<file path="src/rtl/regfile_mp.sv">
// regfile_mp: multi-port register file with post-reset clear sweep,
// same-cycle write-to-read bypass and highest-port-wins write priority.
module regfile_mp #(
    parameter int DATA_W   = 32,
    parameter int DEPTH    = 32,
    parameter int ADDR_W   = $clog2(DEPTH),
    parameter int N_RD     = 2,
    parameter int N_WR     = 2,
    parameter int BYPASS   = 1,
    parameter int ZERO_REG = 1
) (
    input  logic                     clk,
    input  logic                     rst_n,
    input  logic [N_RD-1:0]          rd_ena,
    input  logic [N_RD*ADDR_W-1:0]   rd_addr,
    output logic [N_RD*DATA_W-1:0]   rd_data,
    input  logic [N_WR-1:0]          wr_ena,
    input  logic [N_WR*ADDR_W-1:0]   wr_addr,
    input  logic [N_WR*DATA_W-1:0]   wr_data,
    output logic                     init_busy,
    output logic                     wr_conflict
);
    localparam logic [1:0] INIT  = 2'd0;
    localparam logic [1:0] READY = 2'd1;

    logic [1:0]        state;
    logic [ADDR_W-1:0] sweep_ptr;
    logic [DATA_W-1:0] regs [DEPTH];
    logic [N_WR-1:0]   wr_ok;
    logic [N_RD-1:0]   rd_ok;
    logic              conflict;

    function automatic logic legal(input logic [ADDR_W-1:0] a);
        return ({1'b0, a} < (ADDR_W+1)'(DEPTH)) && !(ZERO_REG != 0 && a == '0);
    endfunction

    assign init_busy = (state == INIT);

    always_comb begin
        wr_ok = '0;
        rd_ok = '0;
        for (int j = 0; j < N_WR; j++)
            wr_ok[j] = (state == READY) && wr_ena[j] && legal(wr_addr[j*ADDR_W +: ADDR_W]);
        for (int i = 0; i < N_RD; i++)
            rd_ok[i] = (state == READY) && rd_ena[i] && legal(rd_addr[i*ADDR_W +: ADDR_W]);
    end

    // Only writes that will actually commit can collide.
    always_comb begin
        conflict = 1'b0;
        for (int j = 0; j < N_WR; j++)
            for (int k = j + 1; k < N_WR; k++)
                if (wr_ok[j] && wr_ok[k] &&
                    wr_addr[j*ADDR_W +: ADDR_W] == wr_addr[k*ADDR_W +: ADDR_W])
                    conflict = 1'b1;
    end

    // Ascending port scan: the last matching (highest) port overrides.
    always_comb begin
        rd_data = '0;
        for (int i = 0; i < N_RD; i++)
            if (rd_ok[i]) begin
                rd_data[i*DATA_W +: DATA_W] = regs[rd_addr[i*ADDR_W +: ADDR_W]];
                for (int j = 0; j < N_WR; j++)
                    if (BYPASS != 0 && wr_ok[j] &&
                        wr_addr[j*ADDR_W +: ADDR_W] == rd_addr[i*ADDR_W +: ADDR_W])
                        rd_data[i*DATA_W +: DATA_W] = wr_data[j*DATA_W +: DATA_W];
            end
    end

    always_ff @(posedge clk) begin
        if (!rst_n) begin
            state       <= INIT;
            sweep_ptr   <= '0;
            wr_conflict <= 1'b0;
        end else if (state == INIT) begin
            regs[sweep_ptr] <= '0;
            sweep_ptr       <= sweep_ptr + 1'b1;
            wr_conflict     <= 1'b0;
            if (sweep_ptr == ADDR_W'(DEPTH - 1))
                state <= READY;
        end else begin
            for (int j = 0; j < N_WR; j++)
                if (wr_ok[j])
                    regs[wr_addr[j*ADDR_W +: ADDR_W]] <= wr_data[j*DATA_W +: DATA_W];
            wr_conflict <= conflict;
        end
    end
endmodule

</file>
<file path="config.mk">
export PLATFORM = sky130hd
export DESIGN_NAME = regfile_mp
export DESIGN_NICKNAME = d
export VERILOG_FILES = /design/src/rtl/regfile_mp.sv
export SDC_FILE = /design/constraint.sdc
export NUM_CORES = 2
export LEC_CHECK = 0
export ABC_AREA = 1
export BUFFER_PORTS_ARGS = -buffer_cell sky130_fd_sc_hd__buf_2
export CORE_MARGIN = 10
export CORE_UTILIZATION = 30
export CTS_BUF_LIST = sky130_fd_sc_hd__clkbuf_2
export CTS_CLUSTER_DIAMETER = 120
export CTS_CLUSTER_SIZE = 40
export DETAILED_ROUTE_END_ITERATION = 10
export PLACE_DENSITY = 0.45
export REMOVE_ABC_BUFFERS = 1
export SYNTH_ARGS = -nofsm -noshare
export SYNTH_HDL_FRONTEND = slang
export SYNTH_SLANG_ARGS = --single-unit
</file>
<file path="constraint.sdc">
create_clock -name clk -period 2.95 [get_ports clk]
set_input_delay 0.59 -clock clk [delete_from_list [all_inputs] [get_ports clk]]
set_output_delay 0.59 -clock clk [all_outputs]
set_load 0.05 [all_outputs]
</file>
# After elaboration in Yosys (flattened, before gate mapping)
# Memory sizes are Yosys's and may differ from the RTL's.
# Cells that the tools add are included.
[totals] regBits=7 ramBits=1024 in_bits=90 word_cells=59 n_memories=1
[mem_list] name="regs" words=32 word_bits=32 rd=2 rd_ports_with_merged_regs=0 write_ports=2 line_no="28" text="logic [DATA_W-1:0] regs [DEPTH];"
[op_classes] addsub=1 n_eq_ne=6 n_mux=21 n_bitwise=1 n_reduce_logical=26
[ops] cell="32-bit 2-to-1 mux" n=7
[ops] cell="32-bit OR reduction" n=1
[ops] cell="5-bit == test" n=5
[ops] cell="5-bit logical NOT" n=4
[ops] cell="1-bit logical AND" n=14
[ops] cell="1-bit 2-to-1 mux" n=13
[ops] cell="5-bit by 1-bit adder with 5-bit output (second input constant)" n=1
[ops] cell="5-bit == test (second input constant)" n=1
[ops] cell="5-bit 2-to-1 mux" n=1
[ops] cell="1-bit logical NOT" n=4
[ops] cell="2-bit logical NOT" n=1
[ops] cell="2-bit AND reduction" n=1
[ops] cell="2-bit OR reduction" n=1
[ops] cell="1-bit inverter" n=1

# Longest topological paths before layout
[logic_depth] ltp_word=9 mapped_depth=16 ltp_nobuf=13

# Worst setup path before layout
# OpenSTA, ideal clock, no wires.
[synth_path] path_type="input port to output port" from="input port rd_addr[2]" to="output port rd_data[10]" t_arrival_ns=2.549 required_ns=2.360 path_slack_ns=-0.189 stages=12 path_buffers=3 cell_sequence="clkbuf_1 > inv_1 > nand2_1 > inv_2 > buf_2 > clkbuf_1 > nand2_1 > nand3_1 > nand3_1 > nand2_1 > nand2_1 > a21oi_1"
[synth_via] elab_chain_cells=5
[synth_lines] item="start, declared" line_no="15" text="input logic [N_RD*ADDR_W-1:0] rd_addr,"
[synth_lines] item="parallel branches: the longest is 4 deep, another holds memory 32 x 32 bit"
[synth_lines] item="32-bit 2-to-1 mux *" line_no="62" text="if (rd_ok[i]) begin"
[synth_lines] item="end, declared" line_no="16" text="output logic [N_RD*DATA_W-1:0] rd_data,"
# Mark *: on every way between the ends.

# Worst setup path in the final report
[layout_path] from="register state[0]" to="output port rd_data[63]"
[layout_via] elab_chain_cells=6
[layout_lines] item="start, declared" line_no="26" text="logic [1:0] state;"
[layout_lines] item="start signal, assigned" line_no="73" text="state <= INIT;"
[layout_lines] item="start signal, assigned" line_no="81" text="state <= READY;"
[layout_lines] item="1-bit logical AND (2 in a row)" line_no="43" text="wr_ok[j] = (state == READY) && wr_ena[j] && legal(wr_addr[j*ADDR_W +: ADDR_W]);"
[layout_lines] item="1-bit logical AND" line_no="65" text="if (BYPASS != 0 && wr_ok[j] &&"
[layout_lines] item="32-bit 2-to-1 mux (2 in a row)" line_no="65"
[layout_lines] item="32-bit 2-to-1 mux *" line_no="62"
# Every way passes the cells marked *; elsewhere a longest branch is shown, timed or not.

==> reports/qor.log <==
qor: floorplanning.ios 156
qor: sta.maximum_operating_frequency 245 MHz
qor: grt.grt_start_max_net_pins 56
qor: power_and_ir_drop.totalPowerFinal 0.0276 W
qor: power_and_ir_drop.power_density 333 nW/um^2
qor: worst_setup_path.worst_setup_path_end rd_data[63]
qor: worst_setup_path.worstRegToRegCells 15
qor: logic_synthesis.yosys.area_share.simple 0.322
qor: worst_setup_path.cp-start-kind flop
qor: floorplanning.rows 170
qor: logic_synthesis.number_of_flops_mapped_to_enable_cells_by_yosys 1024
qor: cts.worst_setup_hold_path_clk_slew 0.80 ns
qor: worst_setup_path.worstSetupStartpoint state[0]$_SDFFE_PN0P_
qor: worst_setup_path.worst-path-max-fanout 8
qor: cts.ctsLongestPathBuffers 3
qor: sta.grt_setup_unrepaired true
qor: final_layout.layout-drive-gt1-share 0.191
qor: final_layout.layout.nets 9280
qor: route.route.detailed.drc 0
qor: floorplanning.coreArea 214000 um^2
qor: grt.antenna_found_initial 15
qor: final_layout.layout.cells.most_common sky130_fd_sc_hd__nand2_1
qor: worst_setup_path.worst_path_max_delay_cell sky130_fd_sc_hd__dfxtp_2
qor: logic_synthesis.synth_cells 8814
qor: hold_path.timing.hold.worst.class input pin to flop
qor: logic_synthesis.synth_xor_area_frac 0.00217
qor: sta.final.setup_skew 0.297 ns
qor: route.viasPerCell 5.62
qor: logic_synthesis.postSynth.topFlopCell sky130_fd_sc_hd__edfxtp_1
qor: flow_run.max_capacitance_violation_count 0
qor: logic_synthesis.synth_adder_area_share 0.000387
qor: sta.post-route-worst-setup-slack -1.13 ns
qor: logic_synthesis.synth_mux_area_frac 0
qor: worst_setup_path.critical_path_buf_inv_count 8
qor: sta.drv_slew 0
qor: route.drt_iter0_markers 9452
qor: grt.grt_overflow_total 0
qor: grt.grt_util_all_layers 0.288
qor: placed_design.placement.setup.worst_slack -0.913 ns
qor: worst_setup_path.timing.reg2reg.setup_slack -0.30 ns
qor: grt.first_global_vias 62000
qor: sta.timing.final.crit_share 1.38
qor: logic_synthesis.flip_flop_and_latch_count_after_synthesis 1031
qor: worst_setup_path.slowest_delay 0.44 ns
qor: logic_synthesis.synth-seq-area-share 0.478
qor: run_status.failed_checks negative setup slack
qor: final_layout.mostFrequentLayoutCells sky130_fd_sc_hd__nand2_1, sky130_fd_sc_hd__edfxtp_1, sky130_fd_sc_hd__nand3_1
qor: logic_synthesis.synth_top_area_cell sky130_fd_sc_hd__edfxtp_1
qor: worst_setup_path.cp_data_required_time 2.36 ns
qor: worst_setup_path.timing.setup.critical_path_class flop to primary output
qor: grt.wire_length_of_the_first_global_routing_pass 488 mm
qor: cts.clock-sinks 1031
qor: cts.clock_insertion_delay_worst_skew 1.84 ns
qor: floorplanning.die_width 484 um
qor: floorplanning.start_util 0.301
qor: cts.numCtsBuffers 41
qor: logic_synthesis.synth.lib_cells_used.distinct 32
qor: power_and_ir_drop.vdd.ir_drop.worst 0.362 mV
qor: logic_synthesis.synth-warning-count 0
qor: cts.clock_tree.root_cell sky130_fd_sc_hd__clkbuf_2
qor: worst_setup_path.crit_path_cell_trace buf_6 > nand2_4 > inv_2 > nand2_2 > inv_4 > buf_6 > nand2_8 > buf_12 > buf_16 > nand2_2 > inv_2 > a21oi_4 > buf_12
qor: worst_setup_path.crit-reg2reg-launch state[0]$_SDFFE_PN0P_
qor: final_layout.area.growth.synth_to_final 28.4%
qor: route.totalWireLength 359 mm
qor: route.vias 67900
qor: sta.max_slew_margin 0.425
qor: logic_synthesis.dominant_combinational_cell_family_by_area_after_synthesis simple AND/OR/NAND/NOR gates
qor: placed_design.globalplace.congestion 0.908
qor: placed_design.buffer_ports.inserted 155
qor: floorplanning.design.die.area 234000 um^2
qor: placed_design.place.detailed.hpwl 225 mm
qor: route.drt_pre_antenna_iters 7
qor: final_layout.register_area 30900 um^2
qor: sta.setup_viol 196
qor: logic_synthesis.area_share_of_the_largest_cell_type_after_synthesis 0.476
qor: worst_setup_path.cp.arrival 3.49 ns
qor: logic_synthesis.synth_area 64600 um^2
qor: route.avgRoutedWirePerCell 29.7 um
qor: worst_setup_path.cp_top_family buffers and inverters
qor: logic_synthesis.postSynthAreaPerCell 7.33 um^2
qor: power_and_ir_drop.total_leakage_power 32.1 nW
qor: sta.fin_crit 4.08 ns
qor: final_layout.layout.cells.non_filler 12100
qor: floorplanning.die_y 484 um
qor: final_layout.footprint_of_the_multi_input_gates 32100 um^2
qor: route.ant_nets 0
qor: logic_synthesis.async_reset_ff_frac 0
qor: run_status.status finished with violations
qor: final_layout.n_fill_cell 21600
qor: sta.worst_pin_slew 0.862 ns
qor: logic_synthesis.synthTopCellsByArea sky130_fd_sc_hd__edfxtp_1, sky130_fd_sc_hd__nand2_1, sky130_fd_sc_hd__nand3_1
qor: worst_setup_path.critical_path_stages 13
qor: cts.cts_max_level 2
qor: worst_setup_path.r2r-end regs[6][24]$_DFFE_PP_
qor: logic_synthesis.synth_compound_gate_area_share 0.122
qor: worst_setup_path.end_kind primary output
qor: cts.tritoncts_clock_tree done
qor: sta.final_hold_viol_count 0
qor: placed_design.dp_cells 11700
timing repair:
action	CTS	global route
endpoints found under the hold margin	1996	2
setup buffers	25	90
hold buffers	196	1
gates cloned	14	7
pin swaps	99	312
resized for setup	341	593
endpoints found under the setup margin	65	2106
logic make-up (layout without fill, tap and decap cells):
kind of cell / Yosys count / count (layout)
AND/OR/NAND/NOR: 5085 / 5085
AO/OA/AOI/OAI: 1574 / 1574
buffers and inverters: 1106 / 1511
flip-flops: 1031 / 1031
XOR/XNOR: 16 / 16
adder cells (fa/ha/maj): 2 / 2
other: 0 / 13
worst min path at each step:
| stage | startpoint | to | slack [ns] | depth (start not counted) |
|---|---|---|---|---|
| floorplan | sweep_ptr[4]$_SDFFE_PN0N_ | sweep_ptr[4]$_SDFFE_PN0N_ | 0.47 | 2 |
| global placement | sweep_ptr[1]$_SDFFE_PN0N_ | sweep_ptr[1]$_SDFFE_PN0N_ | 0.54 | 2 |
| detailed placement | sweep_ptr[2]$_SDFFE_PN0N_ | sweep_ptr[2]$_SDFFE_PN0N_ | 0.55 | 2 |
| CTS | wr_data[50] | regs[14][18]$_DFFE_PP_ | 0.009 | 4 |
| global route | wr_addr[4] | regs[0][5]$_DFFE_PP_ | 0.04 | 11 |
| finish | wr_addr[4] | regs[0][25]$_DFFE_PP_ | 0.11 | 11 |
where the power goes:
part	total (W)	switching (W)	internal [W]	leakage, nW
Sequential	0.0160	0.0000299	0.0160	8.87
Clock	0.00668	0.00567	0.00101	0.419
Combinational	0.00494	0.00330	0.00164	22.8
Total	0.0276	0.00901	0.0186	32.1
per-layer routing:
metal | wire, um | track usage | share of wire | up-vias
met1 | 143000 | 0.376 | 0.40 | 32900
met4 | 23700 | 0.160 | 0.066 | 8
met3 | 32700 | 0.0428 | 0.091 | 796
li1 | - | - | - | 30200
met2 | 159000 | 0.456 | 0.44 | 4020
met5 | 48 | 0 | 0.00013 | -
area by class of cell:
class                   count  share of cell area
diodes                     13            0.000392
clock buffers              45             0.00272
clock inverters            29             0.00621
inverters                 275              0.0131
multi-input cells        6677               0.388
flip-flops and latches   1031               0.372
well taps                2838              0.0428
repair buffers           1162               0.175
flip-flops by register name (all words and copies together) (netlist names):
signal,cells
state,1
sweep_ptr,5
regs,1024
wr_conflict,1
cells in the mapped netlist (5+ instances only):
| cell | count |
|---|---|
| sky130_fd_sc_hd__nand2_1 | 3755 |
| sky130_fd_sc_hd__nand3_1 | 1234 |
| sky130_fd_sc_hd__o21ai_0 | 1106 |
| sky130_fd_sc_hd__edfxtp_1 | 1024 |
| sky130_fd_sc_hd__clkbuf_1 | 363 |
| sky130_fd_sc_hd__buf_2 | 352 |
| sky130_fd_sc_hd__a21oi_1 | 317 |
| sky130_fd_sc_hd__inv_1 | 260 |
| sky130_fd_sc_hd__o21ai_1 | 147 |
| sky130_fd_sc_hd__buf_1 | 49 |
| sky130_fd_sc_hd__buf_4 | 40 |
| sky130_fd_sc_hd__nand2_2 | 38 |
| sky130_fd_sc_hd__nor2_1 | 27 |
| sky130_fd_sc_hd__clkbuf_2 | 17 |
| sky130_fd_sc_hd__inv_2 | 11 |
| sky130_fd_sc_hd__nor2_2 | 11 |
| sky130_fd_sc_hd__xnor2_1 | 11 |
| sky130_fd_sc_hd__buf_6 | 10 |
| sky130_fd_sc_hd__nor3_1 | 8 |
| sky130_fd_sc_hd__dfxtp_1 | 7 |
| sky130_fd_sc_hd__nand4_1 | 6 |
| sky130_fd_sc_hd__xor2_1 | 5 |
through the flow:
stage | hold WS [ns] | TNS, ns | utilization | cell area [um^2]
2_1_floorplan | 0.472 | -1568.28 | - | 60800
3_3_place_gp | 0.535 | -38.58 | 0.353 | 75700
3_5_place_dp | 0.547 | -34.06 | 0.353 | 75700
4_1_cts | 0.00877 | -780.43 | 0.374 | 80100
5_1_grt | 0.0399 | -84.14 | 0.387 | 82900
6_report | 0.110 | -71.99 | 0.387 | 82900
worst register-to-register path: stages, from the launching register on:
cell                            delay, ns
sky130_fd_sc_hd__dfxtp_2             0.44
sky130_fd_sc_hd__buf_6               0.11
sky130_fd_sc_hd__nand2_4             0.04
sky130_fd_sc_hd__inv_2               0.05
sky130_fd_sc_hd__nand2_2             0.06
sky130_fd_sc_hd__buf_4               0.13
sky130_fd_sc_hd__buf_4               0.12
sky130_fd_sc_hd__dlygate4sd3_1       0.60
sky130_fd_sc_hd__nor2_4              0.14
sky130_fd_sc_hd__buf_4               0.13
sky130_fd_sc_hd__nand2_4             0.07
sky130_fd_sc_hd__nor3_2              0.40
sky130_fd_sc_hd__buf_4               0.44
sky130_fd_sc_hd__nand2_1             0.10
sky130_fd_sc_hd__dlygate4sd3_1       0.56
sky130_fd_sc_hd__o21ai_0             0.07
(Power assumes the default switching activity.)
